<file path="src/rtl/multibyte_cla_sequencer.sv">
// ============================================================================
// Module  : multibyte_cla_sequencer
// Purpose : Feeds wide operands byte-serially (LSB first) to an external 8-bit
//           CLA, chaining its carry, and returns the assembled wide result.
//           Optional subtract/overflow support under macro ADD_SUB_EN.
// Revision: 1.0 - initial release
// ============================================================================
`default_nettype none

module multibyte_cla_sequencer #(
  parameter int NBYTES = 4,
  localparam int W     = 8 * NBYTES
) (
  input  logic         clk,
  input  logic         rst_n,
  input  logic         in_valid,
  output logic         in_ready,
  input  logic [W-1:0] in_a,
  input  logic [W-1:0] in_b,
  input  logic         in_cin,
`ifdef ADD_SUB_EN
  input  logic         in_sub,
  output logic         out_ovf,
`endif
  output logic         out_valid,
  input  logic         out_ready,
  output logic [W-1:0] out_sum,
  output logic         out_cout,
  output logic [7:0]   add_a,
  output logic [7:0]   add_b,
  output logic         add_cin,
  input  logic [7:0]   add_sum,
  input  logic         add_cout
);

  localparam int CNT_W = (NBYTES > 1) ? $clog2(NBYTES) : 1;
  localparam logic [CNT_W-1:0] C_LAST = CNT_W'(NBYTES - 1);

  typedef enum logic [1:0] {
    S_IDLE = 2'd0,
    S_RUN  = 2'd1,
    S_DONE = 2'd2
  } state_t;

  state_t             state_q, state_d;
  logic [CNT_W-1:0]   cnt_q,   cnt_d;
  logic [W-1:0]       a_q,     a_d;
  logic [W-1:0]       b_q,     b_d;
  logic [W-1:0]       sum_q,   sum_d;
  logic               carry_q, carry_d;
  logic               cout_q,  cout_d;
`ifdef ADD_SUB_EN
  logic               sub_q,   sub_d;
  logic               ovf_q,   ovf_d;
`endif

  always_ff @(posedge clk or negedge rst_n) begin
    if (!rst_n) begin
      state_q <= S_IDLE;
      cnt_q   <= '0;
      a_q     <= '0;
      b_q     <= '0;
      sum_q   <= '0;
      carry_q <= 1'b0;
      cout_q  <= 1'b0;
`ifdef ADD_SUB_EN
      sub_q   <= 1'b0;
      ovf_q   <= 1'b0;
`endif
    end else begin
      state_q <= state_d;
      cnt_q   <= cnt_d;
      a_q     <= a_d;
      b_q     <= b_d;
      sum_q   <= sum_d;
      carry_q <= carry_d;
      cout_q  <= cout_d;
`ifdef ADD_SUB_EN
      sub_q   <= sub_d;
      ovf_q   <= ovf_d;
`endif
    end
  end

  always_comb begin
    state_d = state_q;
    cnt_d   = cnt_q;
    a_d     = a_q;
    b_d     = b_q;
    sum_d   = sum_q;
    carry_d = carry_q;
    cout_d  = cout_q;
    add_a   = 8'h00;
    add_b   = 8'h00;
    add_cin = 1'b0;
`ifdef ADD_SUB_EN
    sub_d   = sub_q;
    ovf_d   = ovf_q;
`endif
    case (state_q)
      S_IDLE: begin
        if (in_valid) begin
          a_d     = in_a;
          b_d     = in_b;
          cnt_d   = '0;
          carry_d = in_cin;
`ifdef ADD_SUB_EN
          // Subtraction is A + ~B + 1, so the initial carry is forced high.
          sub_d   = in_sub;
          if (in_sub) carry_d = 1'b1;
`endif
          state_d = S_RUN;
        end
      end
      S_RUN: begin
        add_a   = a_q[7:0];
        add_b   = b_q[7:0];
`ifdef ADD_SUB_EN
        if (sub_q) add_b = ~b_q[7:0];
`endif
        add_cin = carry_q;
        sum_d[{cnt_q, 3'b000} +: 8] = add_sum;
        carry_d = add_cout;
        a_d     = a_q >> 8;
        b_d     = b_q >> 8;
        cnt_d   = cnt_q + 1'b1;
        if (cnt_q == C_LAST) begin
          cout_d  = add_cout;
`ifdef ADD_SUB_EN
          ovf_d   = (add_a[7] ^ add_b[7] ^ add_sum[7]) ^ add_cout;
`endif
          state_d = S_DONE;
        end
      end
      S_DONE: begin
        if (out_ready) state_d = S_IDLE;
      end
      default: state_d = S_IDLE;
    endcase
  end

  assign in_ready  = (state_q == S_IDLE);
  assign out_valid = (state_q == S_DONE);
  assign out_sum   = sum_q;
  assign out_cout  = cout_q;
`ifdef ADD_SUB_EN
  assign out_ovf   = ovf_q;
`endif

endmodule

`default_nettype wire

</file>
<file path="config.mk">
export PLATFORM = sky130hd
export DESIGN_NAME = multibyte_cla_sequencer
export DESIGN_NICKNAME = d
export VERILOG_FILES = /design/src/rtl/multibyte_cla_sequencer.sv
export SDC_FILE = /design/constraint.sdc
export NUM_CORES = 1
export LEC_CHECK = 0
export BUFFER_PORTS_ARGS = -buffer_cell sky130_fd_sc_hd__buf_4
export CORE_UTILIZATION = 45
export CTS_CLUSTER_DIAMETER = 80
export CTS_CLUSTER_SIZE = 24
export DETAILED_ROUTE_END_ITERATION = 16
export PLACE_DENSITY = 0.72
export SYNTH_ARGS = -nofsm -noshare
export SYNTH_HDL_FRONTEND = slang
export SYNTH_SLANG_ARGS = --single-unit
export TNS_END_PERCENT = 5
</file>
<file path="constraint.sdc">
create_clock -name clk -period 3.91 [get_ports clk]
set_input_delay 0.782 -clock clk [delete_from_list [all_inputs] [get_ports clk]]
set_output_delay 0.782 -clock clk [all_outputs]
set_load 0.01 [all_outputs]
</file>
==> metrics.txt, run 1 <==
# TYPE chip_impl_metric gauge
chip_impl_metric{name="arrival",unit="ps"} 1990
chip_impl_metric{name="floorplan.die.width",unit="um"} 104
chip_impl_metric{name="synth_edf_count",unit=""} 0
chip_impl_metric{name="netlist-cell-type-count",unit=""} 30
chip_impl_metric{name="viasPerCell",unit=""} 5.67
chip_impl_metric{name="count_of_antenna_violating_nets_left_after_detailed_routing",unit=""} 0
chip_impl_metric{name="sequential_share_of_power",unit=""} 0.409
chip_impl_metric{name="drv_slew",unit=""} 0
chip_impl_info{name="crit_path_frequent_cell",value="buf_4"} 1
chip_impl_metric{name="leakage",unit="nW"} 2.59
chip_impl_metric{name="finish.cell_count_without_fillers",unit=""} 708
chip_impl_metric{name="slew_headroom",unit=""} 0.288
chip_impl_metric{name="postCtsSetupBuffers",unit=""} 0
chip_impl_metric{name="pre_cts_setup_slack",unit="ps"} 1370
chip_impl_info{name="cpMaxStageDelayCell",value="dfrtp_4"} 1
chip_impl_metric{name="critical_path_peak_fanout",unit=""} 54
chip_impl_metric{name="power_switching",unit="W"} 0.00201
chip_impl_metric{name="peakVddDrop",unit="mV"} 0.394
chip_impl_metric{name="share_of_flip_flops_with_an_asynchronous_set_or_reset",unit=""} 1.00
chip_impl_info{name="grt_setup_unrepaired",value="no"} 1
chip_impl_metric{name="place.detailed.hpwl",unit="mm"} 8.05
chip_impl_metric{name="power_density",unit="mW/mm2"} 836
chip_impl_metric{name="clkPwrFrac",unit=""} 0.139
chip_impl_metric{name="pin_count",unit=""} 130
chip_impl_metric{name="power",unit="W"} 0.00490
chip_impl_metric{name="critPathRequiredTime",unit="ps"} 3130
chip_impl_metric{name="setup_viol",unit=""} 0
chip_impl_metric{name="initial_util",unit=""} 0.471
chip_impl_metric{name="drc",unit=""} 0
chip_impl_metric{name="die_area",unit="mm2"} 0.0108
chip_impl_metric{name="switching_share",unit=""} 0.410
chip_impl_metric{name="post_synth_inst_count",unit=""} 466
chip_impl_metric{name="synthesis.nets",unit=""} 549
chip_impl_metric{name="power_internal",unit="W"} 0.00289
chip_impl_metric{name="die_h",unit="um"} 104
chip_impl_metric{name="maxCapViolations",unit=""} 0
chip_impl_metric{name="post_synth_instance_area",unit="mm2"} 0.00467
chip_impl_info{name="status",value="completed"} 1
chip_impl_metric{name="cts_buffers",unit=""} 9
chip_impl_metric{name="dr.first_iter.drc_count",unit=""} 237
chip_impl_metric{name="clk_pin_slew_worst_paths",unit="ps"} 100
chip_impl_metric{name="antenna_found_initial",unit=""} 0
chip_impl_info{name="synth_flop_type",value="dfrtp_1"} 1
chip_impl_metric{name="clock.fmax",unit="MHz"} 361
chip_impl_metric{name="cts-resized-gates",unit=""} 0
chip_impl_info{name="timing.setup.critical_path_class",value="flip-flop to output pin"} 1
chip_impl_metric{name="place.detailed.instances",unit=""} 692
chip_impl_metric{name="worst_slack",unit="ps"} 1140
chip_impl_metric{name="ctsHoldBuffers",unit=""} 0
chip_impl_metric{name="totalNegativeSetupSlack",unit="ps"} 0
chip_impl_metric{name="placed_standard_cell_area",unit="mm2"} 0.00565
chip_impl_metric{name="grt_usage",unit=""} 0.226
chip_impl_metric{name="number_of_sinks_handled_by_clock_tree_synthesis",unit=""} 102
chip_impl_metric{name="global_route_wire_length_before_repair",unit="mm"} 19.8
chip_impl_metric{name="synth_area_per_cell",unit="um2"} 10.0
chip_impl_metric{name="final_net_count",unit=""} 653
chip_impl_metric{name="grt_pass1_vias",unit=""} 3843
chip_impl_metric{name="post-route-period-util",unit=""} 0.709
chip_impl_metric{name="clk-insertion-delay-late",unit="ps"} 350
chip_impl_metric{name="htree_num_levels",unit=""} 3
chip_impl_metric{name="wirelength",unit="mm"} 12.0
chip_impl_metric{name="stdcell_area",unit="mm2"} 0.00586
chip_impl_metric{name="diodes",unit=""} 0
chip_impl_metric{name="fin_skew",unit="ps"} 10.3
chip_impl_metric{name="drt-pass1-iter-count",unit=""} 5
chip_impl_metric{name="min_period",unit="ps"} 2770
chip_impl_metric{name="cts_buffer_depth",unit=""} 2
chip_impl_metric{name="layout_cell_share_with_drive_strength_beyond_1",unit=""} 0.283
chip_impl_metric{name="routed_wire_length_per_instance",unit="um"} 17.0
chip_impl_info{name="critical_path.cell_chain",value="buf_4, nor2_1, buf_4"} 1
chip_impl_metric{name="yosys_register_bits",unit=""} 102
chip_impl_info{name="end_kind",value="output pin"} 1
chip_impl_info{name="tritoncts",value="yes"} 1
chip_impl_metric{name="final_hold_viol_count",unit=""} 0
chip_impl_metric{name="syn2layout_area_growth",unit="%"} 25.5
chip_impl_metric{name="warnings_from_yosys",unit=""} 0
chip_impl_info{name="buffer_type_at_the_clock_tree_root",value="clkbuf_8"} 1
chip_impl_metric{name="grt_max_degree",unit=""} 86
chip_impl_metric{name="nFillCells",unit=""} 896
chip_impl_info{name="crit_path_start_kind",value="flip-flop"} 1
chip_impl_info{name="hold_class",value="flip-flop to flip-flop"} 1
chip_impl_info{name="dominant_delay_contributor_by_cell_family_on_the_critical_path",value="flip-flops"} 1
chip_impl_metric{name="core.rowCount",unit=""} 36
chip_impl_metric{name="wp_buf_inv",unit=""} 2
chip_impl_metric{name="grt_overflow",unit=""} 0
chip_impl_metric{name="cpPeakStageDelay",unit="ps"} 780
chip_impl_metric{name="yosysSeqAreaShare",unit=""} 0.547
chip_impl_metric{name="placeableCoreArea",unit="mm2"} 0.00991
chip_impl_metric{name="comb_power_share",unit=""} 0.452
chip_impl_metric{name="vias",unit=""} 4015
chip_impl_metric{name="globalplace.congestion",unit=""} 0.809
chip_impl_metric{name="place.port_buffers",unit=""} 129
chip_impl_metric{name="worst_pin_slew",unit="ps"} 1070
[layer usage]
metal	vias up	routed length [um]	track usage
li1	1936	-	-
met1	1922	5550	0.338
met2	140	5670	0.335
met3	17	590	0.0365
met4	0	221	0.0745
met5	-	0	0
[layout make-up]
type | instances | area, um2 | share of cell area
clock inverter | 6 | 67.6 | 0.0115
clock buffer | 10 | 138 | 0.0235
sequential | 102 | 2560 | 0.436
multi-input combinational | 318 | 1900 | 0.324
timing repair buffer | 136 | 1020 | 0.174
tap | 133 | 166 | 0.0284
inverter | 3 | 11.3 | 0.00192
[placed cells by master, fill, tap and decap left out, drive strengths merged]
| cell type | instances |
|---|---|
| nor3 | 138 |
| buf | 136 |
| dfrtp | 102 |
| o22ai | 50 |
| a22o | 33 |
| nand2 | 27 |
| and2 | 17 |
| o21ai | 17 |
| clkbuf | 10 |
| nand3 | 8 |
| nor2 | 6 |
| ha | 5 |
| inv | 4 |
| o32ai | 3 |
| nand3b | 3 |
| nor2b | 2 |
| nand2b | 2 |
| nor4 | 2 |
| clkinvlp | 2 |
| clkinv | 2 |
| o21bai | 1 |
| or2 | 1 |
| nor4b | 1 |
| mux2 | 1 |
| o31ai | 1 |
| bufinv | 1 |
[final timing paths]
path	start	cells past startpoint	endpoint	slack, ps
worst max-delay path	state_q[0]	3	out_valid	1140
worst min-delay path	out_sum[21]	2	out_sum[21]	490
worst max register to register	state_q[0]	4	out_sum[28]	1320
worst min register to register	out_sum[21]	2	out_sum[21]	490
max in group asynchronous	rst_n	2	out_sum[28]	2480
min in group asynchronous	rst_n	1	out_sum[12]	580
[per-stage QoR]
step / utilization / hold WS (ps)
global route: 0.591 / 528
global placement: 0.571 / 469
CTS: 0.591 / 497
detailed placement: 0.571 / 478
floorplan: - / 474
finish: 0.591 / 493
[power by group through the flow]
stage	Clock (W)	Combinational (W)	Sequential, W
floorplan	0	0.00152	0.00190
global route	0.000732	0.00244	0.00207
finish	0.000681	0.00221	0.00200
global placement	0	0.00215	0.00200
CTS	0.000698	0.00223	0.00200
detailed placement	0	0.00222	0.00202
[flip-flops by register name, indices dropped and copies added (netlist names)]
register / flops
state_q: 2
out_cout: 1
carry_q: 1
a_q: 32
b_q: 32
out_sum: 32
cnt_q: 2
[kinds of logic (layout without fill, tap and decap cells)]
kind of cell | after synthesis | count (layout) | synth area share
buffers and inverters | 46 | 155 | 0.0472
AOI/OAI and AO/OA | 105 | 105 | 0.157
and+or+nand+nor | 207 | 207 | 0.233
adders and majority gates | 5 | 5 | 0.0134
muxes | 1 | 1 | 0.00241
DFF | 102 | 102 | 0.547
[tightest hold or removal path, stage by stage, from the launching register on]
cell and delay [ps]:
dfrtp_1 350, nand2_1 50, o21ai_1 60
[synth_stat cells (2+ instances only)]
cell type	n	area share
a22o_1	33	0.062
and2_1	17	0.023
buf_2	29	0.031
clkbuf_1	11	0.0088
dfrtp_1	102	0.55
ha_1	5	0.013
nand2_1	27	0.022
nand2b_1	2	0.0027
nand3_1	8	0.0086
nand3b_1	3	0.0048
nor2_1	5	0.0040
nor2b_1	2	0.0027
nor3_1	138	0.15
nor4_4	2	0.0091
o21ai_1	16	0.017
o22ai_1	50	0.067
o32ai_1	3	0.0056
Note: power is estimated with default switching activity, not from simulation.
==> inputs of run 2 (changes only) <==
==> constraint.sdc (replaced) <==
create_clock -name clk -period 2.7 [get_ports clk]
set_input_delay 0.54 -clock clk [delete_from_list [all_inputs] [get_ports clk]]
set_output_delay 0.54 -clock clk [all_outputs]
set_load 0.01 [all_outputs]
==> run 2 against run 1 <==
Against the previous run:
- sequential power rose by 40%
- clock power rose by 44%
- sequential share of layout area fell by 0.19 points
- critical path depth rose by 1
- setup slack got worse by 640 ps
- via count fell by 0.75%
- critical path type unchanged
==> metrics.txt, run 2 (same netlist as run 1, synthesis figures left out) <==
# TYPE chip_impl_metric gauge
chip_impl_info{name="status",value="completed"} 1
chip_impl_metric{name="postCtsSetupBuffers",unit=""} 0
chip_impl_info{name="critical_path.cell_chain",value="nor2b_1, buf_4, and2_1, buf_4"} 1
chip_impl_metric{name="worst_pin_slew",unit="ps"} 837
chip_impl_metric{name="initial_util",unit=""} 0.471
chip_impl_metric{name="diodes",unit=""} 0
chip_impl_metric{name="vias",unit=""} 3985
chip_impl_metric{name="final_hold_viol_count",unit=""} 0
chip_impl_metric{name="floorplan.die.width",unit="um"} 104
chip_impl_metric{name="ctsHoldBuffers",unit=""} 0
chip_impl_metric{name="nFillCells",unit=""} 871
chip_impl_metric{name="cpPeakStageDelay",unit="ps"} 500
chip_impl_info{name="setup.worst_path.start",value="state_q[0]"} 1
chip_impl_metric{name="cts_buffer_depth",unit=""} 2
chip_impl_metric{name="finish.cell_count_without_fillers",unit=""} 711
chip_impl_metric{name="place.detailed.instances",unit=""} 695
chip_impl_info{name="layout.cells.most_common_list",value="nor3_1 (138), buf_4 (138), dfrtp_1 (101), o22ai_1 (50), a22o_1 (33)"} 1
chip_impl_metric{name="layout_cell_share_with_drive_strength_beyond_1",unit=""} 0.285
chip_impl_metric{name="worst_reg_to_reg_setup_slack",unit="ps"} 580
chip_impl_metric{name="power_density",unit="mW/mm2"} 1200
chip_impl_metric{name="peakVddDrop",unit="mV"} 0.614
chip_impl_metric{name="grt_max_degree",unit=""} 52
chip_impl_metric{name="clk-insertion-delay-late",unit="ps"} 370
chip_impl_metric{name="routed_wire_length_per_instance",unit="um"} 16.9
chip_impl_metric{name="drv_slew",unit=""} 0
chip_impl_metric{name="pin_count",unit=""} 130
chip_impl_metric{name="die_h",unit="um"} 104
chip_impl_metric{name="leakage",unit="nW"} 2.60
chip_impl_metric{name="cts-resized-gates",unit=""} 0
chip_impl_metric{name="drc",unit=""} 0
chip_impl_info{name="end_kind",value="output pin"} 1
chip_impl_metric{name="htree_num_levels",unit=""} 3
chip_impl_info{name="timing.setup.critical_path_class",value="flip-flop to output pin"} 1
chip_impl_metric{name="clock.fmax",unit="MHz"} 454
chip_impl_metric{name="cts_buffers",unit=""} 9
chip_impl_metric{name="maxCapViolations",unit=""} 0
chip_impl_metric{name="pre_cts_setup_slack",unit="ps"} 618
chip_impl_metric{name="number_of_sinks_handled_by_clock_tree_synthesis",unit=""} 102
chip_impl_metric{name="arrival",unit="ps"} 1660
chip_impl_metric{name="syn2layout_area_growth",unit="%"} 26.1
chip_impl_info{name="cpMaxStageDelayCell",value="dfrtp_4"} 1
chip_impl_metric{name="globalplace.congestion",unit=""} 0.792
chip_impl_metric{name="grt_usage",unit=""} 0.226
chip_impl_metric{name="placeableCoreArea",unit="mm2"} 0.00991
chip_impl_metric{name="min_period",unit="ps"} 2200
chip_impl_metric{name="grt_overflow",unit=""} 0
chip_impl_metric{name="grt_pass1_vias",unit=""} 3756
chip_impl_info{name="hold_class",value="primary input to async pin"} 1
chip_impl_info{name="crit_path_start_kind",value="flip-flop"} 1
chip_impl_metric{name="clk_pin_slew_worst_paths",unit="ps"} 100
chip_impl_metric{name="setup_viol",unit=""} 0
chip_impl_metric{name="stdcell_area",unit="mm2"} 0.00589
chip_impl_metric{name="count_of_antenna_violating_nets_left_after_detailed_routing",unit=""} 0
chip_impl_metric{name="fin_skew",unit="ps"} 11.4
chip_impl_metric{name="antenna_found_initial",unit=""} 0
chip_impl_info{name="crit_path_frequent_cell",value="buf_4"} 1
chip_impl_metric{name="place.detailed.hpwl",unit="mm"} 8.17
chip_impl_metric{name="final_net_count",unit=""} 656
chip_impl_metric{name="wirelength",unit="mm"} 12.0
chip_impl_info{name="grt_setup_unrepaired",value="no"} 1
chip_impl_metric{name="drt-pass1-iter-count",unit=""} 4
chip_impl_metric{name="die_area",unit="mm2"} 0.0108
chip_impl_info{name="rr_startpoint",value="cnt_q[0]"} 1
chip_impl_info{name="buffer_type_at_the_clock_tree_root",value="clkbuf_8"} 1
chip_impl_metric{name="viasPerCell",unit=""} 5.60
chip_impl_metric{name="placed_standard_cell_area",unit="mm2"} 0.00569
chip_impl_metric{name="critPathRequiredTime",unit="ps"} 2160
chip_impl_metric{name="core.rowCount",unit=""} 36
chip_impl_info{name="tritoncts",value="yes"} 1
chip_impl_metric{name="worst_slack",unit="ps"} 497
chip_impl_metric{name="slew_headroom",unit=""} 0.441
chip_impl_metric{name="global_route_wire_length_before_repair",unit="mm"} 19.6
chip_impl_metric{name="post-route-period-util",unit=""} 0.816
chip_impl_metric{name="dr.first_iter.drc_count",unit=""} 268
chip_impl_metric{name="totalNegativeSetupSlack",unit="ps"} 0
chip_impl_metric{name="critical_path_peak_fanout",unit=""} 17
chip_impl_metric{name="place.port_buffers",unit=""} 129
## run 2: changes by cell type in the layout (fill, tap and decap cells not counted)
cell and delta:
clkinvlp_4 -1, clkbuf_8 -1, buf_4 +2, clkbuf_1 +1, buf_12 +1, clkinv_4 +1
## run 2: final timing paths
path / endpoint / depth (start not counted)
min in group clk: state_q[1] / 2
max in group asynchronous: b_q[0] / 2
hold reg to reg: out_sum[9] / 2
setup / recovery: add_a[0] / 4
hold / removal: out_sum[14] / 1
setup reg to reg: out_sum[22] / 5
## run 2: routing by layer
metal | up-vias | track usage | routed length (um)
li1 | 1946 | - | -
met5 | - | 0 | 0
met3 | 8 | 0.0359 | 765
met4 | 0 | 0.0633 | 82
met1 | 1897 | 0.340 | 5560
met2 | 134 | 0.339 | 5610
## run 2: final cells by class
cell class | instances | area (um2) | area share
clock buffers | 10 | 128 | 0.0217
clock inverters | 6 | 68.8 | 0.0117
inverters | 3 | 11.3 | 0.00191
multi-input cells | 318 | 1900 | 0.323
flip-flops and latches | 102 | 2560 | 0.434
well taps | 133 | 166 | 0.0283
repair buffers | 139 | 1060 | 0.179
## run 2: power breakdown
group / total [W] / internal (W) / switching, W
logic: 0.00331 / 0.00150 / 0.00181
clock network: 0.000981 / 0.000436 / 0.000545
registers: 0.00280 / 0.00225 / 0.000557
## run 2: per-stage QoR
stage          hold slack [ps]  total power [W]   util
4_1_cts                    157          0.00712  0.594
5_1_grt                    177          0.00760  0.594
3_3_place_gp               476          0.00604  0.574
2_1_floorplan              244          0.00496      -
3_5_place_dp               480          0.00616  0.574
6_report                   143          0.00709  0.594
## run 2: critical path: cells and delay by family (launching register included)
| family | cells | cell delay (ps) |
|---|---|---|
| buffers and inverters | 2 | 380 |
| flip-flops | 1 | 500 |
| AND/OR/NAND/NOR | 2 | 430 |
==> inputs of run 3 (changes only) <==
==> constraint.sdc (replaced) <==
create_clock -name clk -period 2.3 [get_ports clk]
set_input_delay 0.46 -clock clk [delete_from_list [all_inputs] [get_ports clk]]
set_output_delay 0.46 -clock clk [all_outputs]
set_load 0.01 [all_outputs]
==> run 3 against run 2 <==
Against the previous run:
- first-iteration DRC count down 20%
- highest routed layer unchanged
- non-clock buffer count up 2
- setup slack worse by 310 ps
- total power up 20%
- clock skew up 2.4 ps
- critical path type unchanged
- largest power group unchanged
==> metrics.txt, run 3 (same netlist as run 1, synthesis figures left out) <==
# TYPE chip_impl_metric gauge
chip_impl_info{name="status",value="completed"} 1
chip_impl_metric{name="critical_path_peak_fanout",unit=""} 17
chip_impl_info{name="hold_class",value="primary input to async pin"} 1
chip_impl_metric{name="count_of_antenna_violating_nets_left_after_detailed_routing",unit=""} 0
chip_impl_metric{name="ctsHoldBuffers",unit=""} 0
chip_impl_metric{name="vias",unit=""} 4046
chip_impl_metric{name="post-route-period-util",unit=""} 0.918
chip_impl_metric{name="grt_pass1_vias",unit=""} 3872
chip_impl_metric{name="final_hold_viol_count",unit=""} 0
chip_impl_info{name="grt-busiest-layer",value="met2"} 1
chip_impl_info{name="grt_setup_unrepaired",value="no"} 1
chip_impl_metric{name="peakVddDrop",unit="mV"} 0.706
chip_impl_info{name="leading_cell_type_in_the_layout_fill_and_taps_excluded",value="buf_4"} 1
chip_impl_metric{name="diodes",unit=""} 0
chip_impl_info{name="setup.worst_path.start",value="state_q[0]"} 1
chip_impl_metric{name="final_net_count",unit=""} 658
chip_impl_metric{name="maxCapViolations",unit=""} 0
chip_impl_metric{name="number_of_sinks_handled_by_clock_tree_synthesis",unit=""} 102
chip_impl_metric{name="clk_pin_slew_worst_paths",unit="ps"} 90
chip_impl_metric{name="grt_overflow",unit=""} 0
chip_impl_metric{name="place.detailed.hpwl",unit="mm"} 8.33
chip_impl_metric{name="place.port_buffers",unit=""} 129
chip_impl_metric{name="worst_pin_slew",unit="ps"} 806
chip_impl_info{name="timing.setup.critical_path_class",value="flip-flop to output pin"} 1
chip_impl_metric{name="routed_wire_length_per_instance",unit="um"} 16.8
chip_impl_metric{name="cts-resized-gates",unit=""} 0
chip_impl_metric{name="worst_reg_to_reg_setup_slack",unit="ps"} 410
chip_impl_metric{name="postCtsSetupBuffers",unit=""} 0
chip_impl_metric{name="clk-insertion-delay-late",unit="ps"} 360
chip_impl_metric{name="die_area",unit="mm2"} 0.0108
chip_impl_metric{name="die_h",unit="um"} 104
chip_impl_metric{name="wirelength",unit="mm"} 12.0
chip_impl_metric{name="critPathRequiredTime",unit="ps"} 1840
chip_impl_metric{name="layout_cell_share_with_drive_strength_beyond_1",unit=""} 0.286
chip_impl_metric{name="clock.fmax",unit="MHz"} 473
chip_impl_metric{name="leakage",unit="nW"} 2.64
chip_impl_info{name="crit_path_start_kind",value="flip-flop"} 1
chip_impl_metric{name="drt-pass1-iter-count",unit=""} 4
chip_impl_metric{name="floorplan.die.width",unit="um"} 104
chip_impl_metric{name="setup_viol",unit=""} 0
chip_impl_info{name="rr_startpoint",value="cnt_q[1]"} 1
chip_impl_metric{name="cts_buffers",unit=""} 9
chip_impl_metric{name="core.rowCount",unit=""} 36
chip_impl_metric{name="dr.first_iter.drc_count",unit=""} 215
chip_impl_metric{name="drc",unit=""} 0
chip_impl_metric{name="grt_util_met1",unit=""} 0.326
chip_impl_metric{name="antenna_found_initial",unit=""} 0
chip_impl_metric{name="grt_usage",unit=""} 0.229
chip_impl_info{name="tritoncts",value="yes"} 1
chip_impl_metric{name="placeableCoreArea",unit="mm2"} 0.00991
chip_impl_metric{name="slew_headroom",unit=""} 0.462
chip_impl_metric{name="cts_buffer_depth",unit=""} 2
chip_impl_info{name="end_kind",value="output pin"} 1
chip_impl_metric{name="globalplace.congestion",unit=""} 0.807
chip_impl_metric{name="viasPerCell",unit=""} 5.67
chip_impl_metric{name="gr-usage-met2",unit=""} 0.351
chip_impl_metric{name="arrival",unit="ps"} 1650
chip_impl_metric{name="initial_util",unit=""} 0.471
chip_impl_metric{name="power_density",unit="mW/mm2"} 1430
chip_impl_metric{name="pin_count",unit=""} 130
chip_impl_info{name="buffer_type_at_the_clock_tree_root",value="clkbuf_8"} 1
chip_impl_metric{name="htree_num_levels",unit=""} 3
chip_impl_metric{name="fin_skew",unit="ps"} 13.8
chip_impl_metric{name="totalNegativeSetupSlack",unit="ps"} 0
chip_impl_metric{name="min_period",unit="ps"} 2110
chip_impl_metric{name="global_route_wire_length_before_repair",unit="mm"} 19.9
chip_impl_metric{name="syn2layout_area_growth",unit="%"} 27.6
chip_impl_info{name="layout.cells.most_common_list",value="buf_4 (139), nor3_1 (138), dfrtp_1 (101), o22ai_1 (50), a22o_1 (33)"} 1
chip_impl_metric{name="globalRouteMet3Util",unit=""} 0.0485
chip_impl_metric{name="grt_max_degree",unit=""} 52
chip_impl_metric{name="drv_slew",unit=""} 0
chip_impl_metric{name="finish.utilization",unit=""} 0.601
-- run 3: changes by cell type in the layout (fill, tap and decap cells not counted) --
cell | before | now
buf_12 | 1 | 2
buf_4 | 138 | 139
bufinv_16 | 1 | 3
clkbuf_1 | 1 | 2
clkinv_2 | 1 | 0
clkinv_4 | 1 | 0
inv_6 | 2 | 1
-- run 3: per-stage QoR --
| stage | hold slack (ps) | instance area, um2 | power [W] | std cells | setup WS (ps) |
|---|---|---|---|---|---|
| final | 69.7 | 5950 | 0.00854 | 713 | 187 |
| after global routing | 88.0 | 5950 | 0.00915 | 713 | 56.3 |
| after CTS | 69.8 | 5950 | 0.00859 | 713 | 151 |
| after detailed placement | 468 | 5720 | 0.00726 | 697 | 446 |
| after global placement | 460 | 5720 | 0.00711 | 697 | 492 |
| after floorplan | 164 | 4670 | 0.00582 | 466 | 526 |
-- run 3: worst paths after layout --
path                                     to  depth (start not counted)
worst max-delay path               add_b[6]                          4
worst min-delay path             out_sum[1]                          1
worst max register to register  out_sum[20]                          5
worst min register to register  out_sum[11]                          2
max in group asynchronous            b_q[1]                          2
min in group clk                 state_q[1]                          2
-- run 3: area by class of cell --
class / count / area, um2
Multi-Input combinational cell: 318 / 1900
Fill cell: 861 / 3960
Inverter: 3 / 11.3
Clock buffer: 11 / 131
Sequential cell: 102 / 2560
Timing Repair Buffer: 141 / 1080
Clock inverter: 5 / 106
Tap cell: 133 / 166
-- run 3: worst max-delay path: stages (launching register included) --
cell	delay, ps
dfrtp_4	490
nor2b_1	260
buf_4	270
and2_1	160
buf_4	110
-- run 3: layer usage --
layer,part of all wire,routed length [um],vias to the layer above
li1,-,-,1949
met1,0.45,5420,1957
met2,0.47,5650,130
met3,0.066,794,10
met4,0.011,130,0
met5,0,0,-
-- run 3: where the power goes --
part	leakage, nW	switching [W]	internal (W)
Combinational	1.24	0.00215	0.00179
Sequential	1.28	0.000640	0.00264
Clock	0.114	0.000592	0.000728
Total	2.64	0.00338	0.00516
